File: src/rtl/poly_trunc_div_8bit.sv
// rtl/poly_trunc_div_8bit.sv - bit-serial inverse of the truncated carry-less multiplier
module poly_trunc_div_8bit #(
  parameter int W = 8
) (
  input  logic         clk,
  input  logic         rst_n,
  input  logic         in_valid,
  output logic         in_ready,
  input  logic [W-1:0] a,
  input  logic [W-1:0] y,
  output logic         out_valid,
  input  logic         out_ready,
  output logic [W-1:0] b,
  output logic         err
);

  localparam int KW = $clog2(W + 1);

  typedef enum logic [1:0] {IDLE, RUN, DONE} state_t;

  state_t        state, state_nx;
  logic [KW-1:0] k;
  logic [W-1:0]  a_r, y_r;
  logic [W-1:0]  a_hi, fb, sel;
  logic          nb, last;

  assign a_hi = {a_r[W-1:1], 1'b0};
  assign last = (k == KW'(W - 1));

  // Bits of b at or above k are still zero, so the full carry-less product of
  // the partial b with a (minus its constant term) gives exactly the feedback sum at bit k.
  always_comb begin
    fb = '0;
    for (int j = 0; j < W; j++) begin
      if (b[j]) fb = fb ^ (a_hi << j);
    end
    sel = (y_r ^ fb) >> k;
    nb  = sel[0];
  end

  always_ff @(posedge clk or negedge rst_n) begin
    if (!rst_n) state <= IDLE;
    else        state <= state_nx;
  end

  always_comb begin
    state_nx = state;
    case (state)
      IDLE: if (in_valid) state_nx = a[0] ? RUN : DONE;
      RUN:  if (last)      state_nx = DONE;
      DONE: if (out_ready) state_nx = IDLE;
      default:             state_nx = IDLE;
    endcase
  end

  always_comb begin
    in_ready  = (state == IDLE);
    out_valid = (state == DONE);
  end

  always_ff @(posedge clk or negedge rst_n) begin
    if (!rst_n) begin
      a_r <= '0;
      y_r <= '0;
      b   <= '0;
      err <= 1'b0;
      k   <= '0;
    end else begin
      case (state)
        IDLE: begin
          if (in_valid) begin
            a_r <= a;
            y_r <= y;
            b   <= '0;
            err <= ~a[0];
            k   <= '0;
          end
        end
        RUN: begin
          b <= b | (W'(nb) << k);
          k <= k + KW'(1);
        end
        default: ;
      endcase
    end
  end

endmodule

File: config.mk
export PLATFORM = sky130hd
export DESIGN_NAME = poly_trunc_div_8bit
export DESIGN_NICKNAME = d
export VERILOG_FILES = /design/src/rtl/poly_trunc_div_8bit.sv
export SDC_FILE = /design/constraint.sdc
export NUM_CORES = 1
export LEC_CHECK = 0
export CORE_UTILIZATION = 34
export DETAILED_ROUTE_END_ITERATION = 7
export PLACE_DENSITY = 0.68
export SYNTH_ARGS = -nofsm -noshare
export SYNTH_HDL_FRONTEND = slang
export SYNTH_SLANG_ARGS = --single-unit
File: constraint.sdc
create_clock -name clk -period 1.3 [get_ports clk]
set_input_delay 0.26 -clock clk [delete_from_list [all_inputs] [get_ports clk]]
set_output_delay 0.26 -clock clk [all_outputs]
set_load 0.05 [all_outputs]
==> metrics.md, run 1 <==
| Metric | Value |
|---|---|
| DRC viols | 0 |
| Core Area | 4410 um^2 |
| Post-Layout Inst Area | 2420 um^2 |
| Distinct cells, synth | 26 |
| Final worst slack | -58.2 ps |
| Hold WC Path Type | primary input to asynchronous set/reset pin |
| CTS sink count | 30 |
| Largest net degree at the start of global routing | 31 |
| Register area share after synthesis | 47.5% |
| I/O Pins | 31 |
| FILL cells | 381 |
| Syn. warnings | 0 |
| Worst Path Buf+Inv | 0 |
| CTS tree | yes |
| Status | finished, violations left |
| Antenna Cells | 0 |
| Vias | 1230 |
| CP most frequent cell | xnor2_1 |
| Synth Register Bits | 30 |
| Syn_area_per_cell | 10.6 um^2 |
| Routed WL | 3.21 mm |
| Tmin final | 1360 ps |
| Total Power | 6.01 mW |
| Final Cycle Share | 104% |
| Nets@finish | 227 |
| Max FO, Critical Path | 6 |
| Initial DRC count | 46 |
| CP required | 1470 ps |
| Tot GR Track Use | 14.8% |
| Leakage | 0.984 nW |
| Setup CP Type | register to register |
| Pwr Density | 2490 nW/um^2 |
| Cells after Synth | 149 |
| CTS Hold Bufs | 0 |
| Cell family contributing the most delay on the critical path | flip-flops |
| Vias in the first global route | 1202 |
| Fin. Hold Viols | 0 |
| Crit path cell chain | nand2_1 -> xor2_1 -> xnor2_1 -> xnor2_1 -> a32o_1 |
| EDFF count, synth | 0 |
| Syn nets | 170 |
| Chip width | 70.2 um |
| Least-Margin Pin Slew | 228 ps |
| GP Congestion | 0.814 |
| GR Overflow Total | 0 |
| Clock Latency Late Sink | 280 ps |
| Final setup viols | 5 |
| Post-DRT Antenna Nets | 0 |
| Initial antenna violation count | 0 |
| Setup crit start kind | register |
| Synth top area cells | dfrtp_1 (48%), mux2_2 (11%), xnor2_1 (9.4%) |
| Layout area overhead | 52.9% |
| Fin Setup TNS | -194 ps |
| Slowest stage cell, crit path | dfrtp_2 |
| Number of placement rows | 24 |
| Nature of the critical path endpoint | register |
| Worst Setup SP | b[2]$_DFFE_PN0P_ |
| DR pass1 iterations | 4 |
| Post-DP HPWL | 2.41 mm |
| Synth area leader | dfrtp_1 |
| Initial core utilization | 35.8% |
| IR drop worst, VDD | 1.08 mV |
| Area share of the largest cell type after synthesis | 47.5% |
| Max cap viols | 0 |
| First-pass GRT wire length | 5.50 mm |
| Unrepaired setup endpoints after global routing | yes |
| Wire length per cell | 12.4 um |
| Max Clock Freq | 736 MHz |
| Total CTS buffers | 5 |
| Worst Path Arrival | 1530 ps |
| Worst slack, placed | -219 ps |
| Post-synth top flop | dfrtp_1 |
| Slew HR | 84.7% |
| Layout cells sized above 1 | 39.1% |
| Clk root buf | clkbuf_8 |
| Die area | 4920 um^2 |
| Most frequent cell after synthesis | nand2_1 |
| Synth async-reset ratio | 100% |
| Max Slew Vio Count | 0 |
| DP Area | 2210 um^2 |
| Skew final | 1.46 ps |
| Cell area after synthesis | 1580 um^2 |
| Crit-path max cell delay | 450 ps |
| Commonest cells post-synth | nand2_1 (35), dfrtp_1 (30), xnor2_1 (17) |
| Clock Path Buffers | 2 |
| Clk pin slew, worst setup/hold paths | 60 ps |
| Via density | 4.75 |
| Port bufs | 30 |
| Hold slack | 332 ps |
| Reg-to-Reg Start | b[2]$_DFFE_PN0P_ |
| # H-tree levels | 2 |
| Failing checks | negative setup slack |
| Chip height | 70.2 um |
## area by class of cell
type / instances / area (um^2) / area share, %
clock inverter: 1 / 5.00 / 0.207
multi-input combinational: 113 / 847 / 35.1
clock buffer: 7 / 86.3 / 3.57
timing repair buffer: 55 / 644 / 26.7
sequential: 30 / 764 / 31.6
inverter: 1 / 3.75 / 0.155
tap: 52 / 65.1 / 2.69
## timing repair
action	4_1_cts	5_1_grt
resized for setup	14	8
setup buffers	5	0
pin swaps	22	7
endpoints found under the setup margin	8	26
## metrics by stage
step	instances	util, %
after floorplan	149	-
after global placement	246	50.1
after detailed placement	246	50.1
after CTS	259	54.2
after global routing	259	54.7
final	259	54.7
## kinds of logic after synthesis
family / synth area share, %
fa+ha+maj: 0.792
flops: 47.5
simple gates: 13.3
mux: 11.4
buf+inv: 2.30
compound gates: 9.19
xor+xnor: 15.5
## state kept, by name, indices dropped and copies added, names as in the netlist
name   count
k          4
y_r        8
b          8
state      2
err        1
a_r        7
## power breakdown
group | internal, mW | switching (mW)
logic | 1.88 | 1.55
clock network | 0.425 | 0.324
registers | 1.36 | 0.467
## cells in the final DEF, fill, tap and decap left out, types with 5 or more instances in the layout
cell type        Yosys  final
mux2_2              16     16
dfrtp_2              0     11
dfrtp_1             30     19
buf_6                1      9
xnor2_1             17     16
clkdlybuf4s50_1      0     19
nand2_1             35     30
clkbuf_8             0      6
xor2_1              11     10
buf_4                1     15
nor2_1               6      5
buf_12               0     12
nand2_2              1      5
a32o_1               8      8
## layer usage
| layer | vias to the layer above | GRT usage [%] | routed length (um) |
|---|---|---|---|
| li1 | 621 | - | - |
| met1 | 570 | 19.4 | 1480 |
| met2 | 32 | 22.0 | 1490 |
| met3 | 7 | 4.62 | 162 |
| met4 | 0 | 7.33 | 78 |
| met5 | - | 0 | 0 |
## worst paths after layout
path | to | slack [ps] | cells past startpoint
max | b[4]$_DFFE_PN0P_ | -60 | 5
min | y_r[0]$_DFFE_PN0P_ | 330 | 2
max reg2reg | b[4]$_DFFE_PN0P_ | -60 | 5
min reg2reg | a_r[7]$_DFFE_PN0P_ | 510 | 1
max in group asynchronous | b[4]$_DFFE_PN0P_ | 780 | 2
min in group clk | a_r[7]$_DFFE_PN0P_ | 510 | 1
No activity file was read; power rests on OpenSTA's default activity.
==> inputs of run 2 (changes only) <==
--- a/config.mk
+++ b/config.mk
@@ -6,6 +6,7 @@
 export NUM_CORES = 1
 export LEC_CHECK = 0
 export CORE_UTILIZATION = 34
+export CTS_BUF_LIST = sky130_fd_sc_hd__clkbuf_4 sky130_fd_sc_hd__clkbuf_8
 export DETAILED_ROUTE_END_ITERATION = 7
 export PLACE_DENSITY = 0.68
 export SYNTH_ARGS = -nofsm -noshare
==> metrics.md, run 2 (same netlist as run 1, synthesis figures left out) <==
| Metric | Value |
|---|---|
| Least-Margin Pin Slew | 231 ps (+2.60 ps) |
| Max layer used | met4 |
| CTS sink count | 30 (unchanged) |
| Clock Latency Late Sink | 280 ps (about the same) |
| Max FO, Critical Path | 6 (unchanged) |
| Slew HR | 84.5% (-0.17 points) |
| Leakage | 1.00 nW (+1.7%) |
| Hold slack | 333 ps (+0.900 ps) |
| Die area | 4920 um^2 (unchanged) |
| Status | finished, violations left |
| Via density | 4.75 (unchanged) |
| Unrepaired setup endpoints after global routing | yes |
| DP Cell Count | 246 (unchanged) |
| Clk pin slew, worst setup/hold paths | 60 ps (about the same) |
| Post-Layout Inst Area | 2440 um^2 (+0.83%) |
| Post-DRT Antenna Nets | 0 (unchanged) |
| Pwr Density | 2490 nW/um^2 (about the same) |
| DR pass1 iterations | 4 (unchanged) |
| Initial core utilization | 35.8% (unchanged) |
| IR drop worst, VDD | 1.09 mV (+0.38%) |
| Port bufs | 30 (unchanged) |
| Nets@finish | 227 (unchanged) |
| Final Cycle Share | 104% (-0.38 points) |
| # H-tree levels | 2 (unchanged) |
| Slowest stage cell, crit path | dfrtp_2 |
| Chip width | 70.2 um (unchanged) |
| Routed WL | 3.22 mm (+0.41%) |
| Initial DRC count | 59 (+28%) |
| First-pass GRT wire length | 5.50 mm (unchanged) |
| Initial antenna violation count | 0 (unchanged) |
| Layout cells sized above 1 | 40.6% (+1.4 points) |
| Failing checks | negative setup slack |
| Worst slack, placed | -219 ps (unchanged) |
| GP Congestion | 0.814 (unchanged) |
| DRC viols | 0 (unchanged) |
| CP most frequent cell | xnor2_1 |
| CTS tree | yes |
| I/O Pins | 31 (unchanged) |
| Core Area | 4410 um^2 (unchanged) |
| WL met3 | 179 um (+10%) |
| Max Clock Freq | 739 MHz (+0.37%) |
| Vias | 1230 (unchanged) |
| Sw frac | 38.8% (-0.065 points) |
| Most frequent cells in the layout | nand2_1 (29), dfrtp_1 (19), clkdlybuf4s50_1 (18), xnor2_1 (16), mux2_2 (16) |
| Final worst slack | -53.2 ps (+4.99 ps) |
| DP Area | 2210 um^2 (unchanged) |
| Seq pwr share | 30.2% (-0.3 points) |
| Fin Setup TNS | -187 ps (+6.77 ps) |
| Clk network pwr share | 12.7% (+0.2 points) |
| Skew final | 2.20 ps (+0.741 ps) |
| Depth of the worst register-to-register path | 5 (unchanged) |
| Fin. Hold Viols | 0 (unchanged) |
| Cell Count, Final, Fillers Out | 259 (unchanged) |
| Max Slew Vio Count | 0 (unchanged) |
| Met2 WL | 1.48 mm (-0.67%) |
| Post-DP HPWL | 2.41 mm (unchanged) |
| Final setup viols | 5 (unchanged) |
| Most common cell after layout, fill and taps aside | nand2_1 |
| Psw | 2.35 mW (+0.69%) |
| Layout area overhead | 54.2% |
| Clk root buf | clkbuf_8 |
| Number of placement rows | 24 (unchanged) |
| Clock Path Buffers | 2 (unchanged) |
| Tot GR Track Use | 14.8% (unchanged) |
| Setup crit start kind | register |
| Crit path cell chain | nand2_1 -> xor2_2 -> xnor2_1 -> xnor2_1 -> a32o_1 |
| Crit-path max cell delay | 420 ps (-30 ps) |
| P_int | 3.71 mW (+0.97%) |
| Worst Path Arrival | 1520 ps (about the same) |
| Tmin final | 1350 ps (-4.99 ps) |
| Total CTS buffers | 5 (unchanged) |
| Hold WC Path Type | primary input to asynchronous set/reset pin |
| GR Overflow Total | 0 (unchanged) |
| M1 wire length | 1.48 mm (+0.41%) |
| Largest registers | b x8, y_r x8, a_r x7 |
| Chip height | 70.2 um (unchanged) |
| Largest net degree at the start of global routing | 31 (unchanged) |
| Max cap viols | 0 (unchanged) |
| CP required | 1470 ps (about the same) |
| Antenna Cells | 0 (unchanged) |
| Wire length per cell | 12.4 um (+0.41%) |
| Vias in the first global route | 1200 (-0.17%) |
| Setup CP Type | register to register |
| Nature of the critical path endpoint | register |
| Logic pwr share | 57.1% (about the same) |
| FILL cells | 377 (-1.0%) |
[run 2: stage by stage]
stage | utilization, % | power (mW)
2_1_floorplan | - | 3.78
3_3_place_gp | 50.1 | 4.94
4_1_cts | 54.3 | 6.03
5_1_grt | 55.2 | 6.41
6_report | 55.2 | 6.06
3_5_place_dp | 50.1 | 4.99
[run 2: cell type report]
cell class                 instances  area (um^2)  area share, %
multi-input combinational        113          857           35.2
sequential                        30          764           31.4
timing repair buffer              55          651           26.7
clock buffer                       7         90.1           3.70
tap                               52         65.1           2.67
clock inverter                     1         5.00          0.205
inverter                           1         3.75          0.154
[run 2: repair_timing]
item                       CTS  global route
pin swaps                   22             9
hold buffers                 0             0
cloned                       0             0
resized for setup           14            12
setup buffers                5             0
setup endpoints to repair    8            27
[run 2: worst paths after layout]
kind                                    start                  to  slack, ps
max                          b[2]$_DFFE_PN0P_    b[4]$_DFFE_PN0P_        -50
min                                     rst_n  y_r[0]$_DFFE_PN0P_        330
max reg2reg                  b[2]$_DFFE_PN0P_    b[4]$_DFFE_PN0P_        -50
min reg2reg                a_r[7]$_DFFE_PN0P_  a_r[7]$_DFFE_PN0P_        520
max in group asynchronous               rst_n    b[4]$_DFFE_PN0P_        780
min in group clk                     in_valid     err$_DFFE_PN0P_        490
[run 2: worst max-delay path, delay by kind of cell, from the launching register on]
family	cells	cell delay, ps
xor+xnor	3	470
compound gates	1	250
simple gates	1	110
flops	1	420
[run 2: power groups by stage]
stage / clock network, mW / logic [mW] / registers, mW
finish: 0.771 / 3.46 / 1.83
global route: 0.844 / 3.67 / 1.90
CTS: 0.805 / 3.41 / 1.81
detailed placement: 0 / 3.19 / 1.79
global placement: 0 / 3.16 / 1.78
floorplan: 0 / 1.78 / 1.99
[run 2: layer usage]
layer,vias to the layer above,global-route usage [%]
met2,35,22.0
met5,-,0
li1,618,-
met3,7,4.62
met1,570,19.4
met4,0,7.33
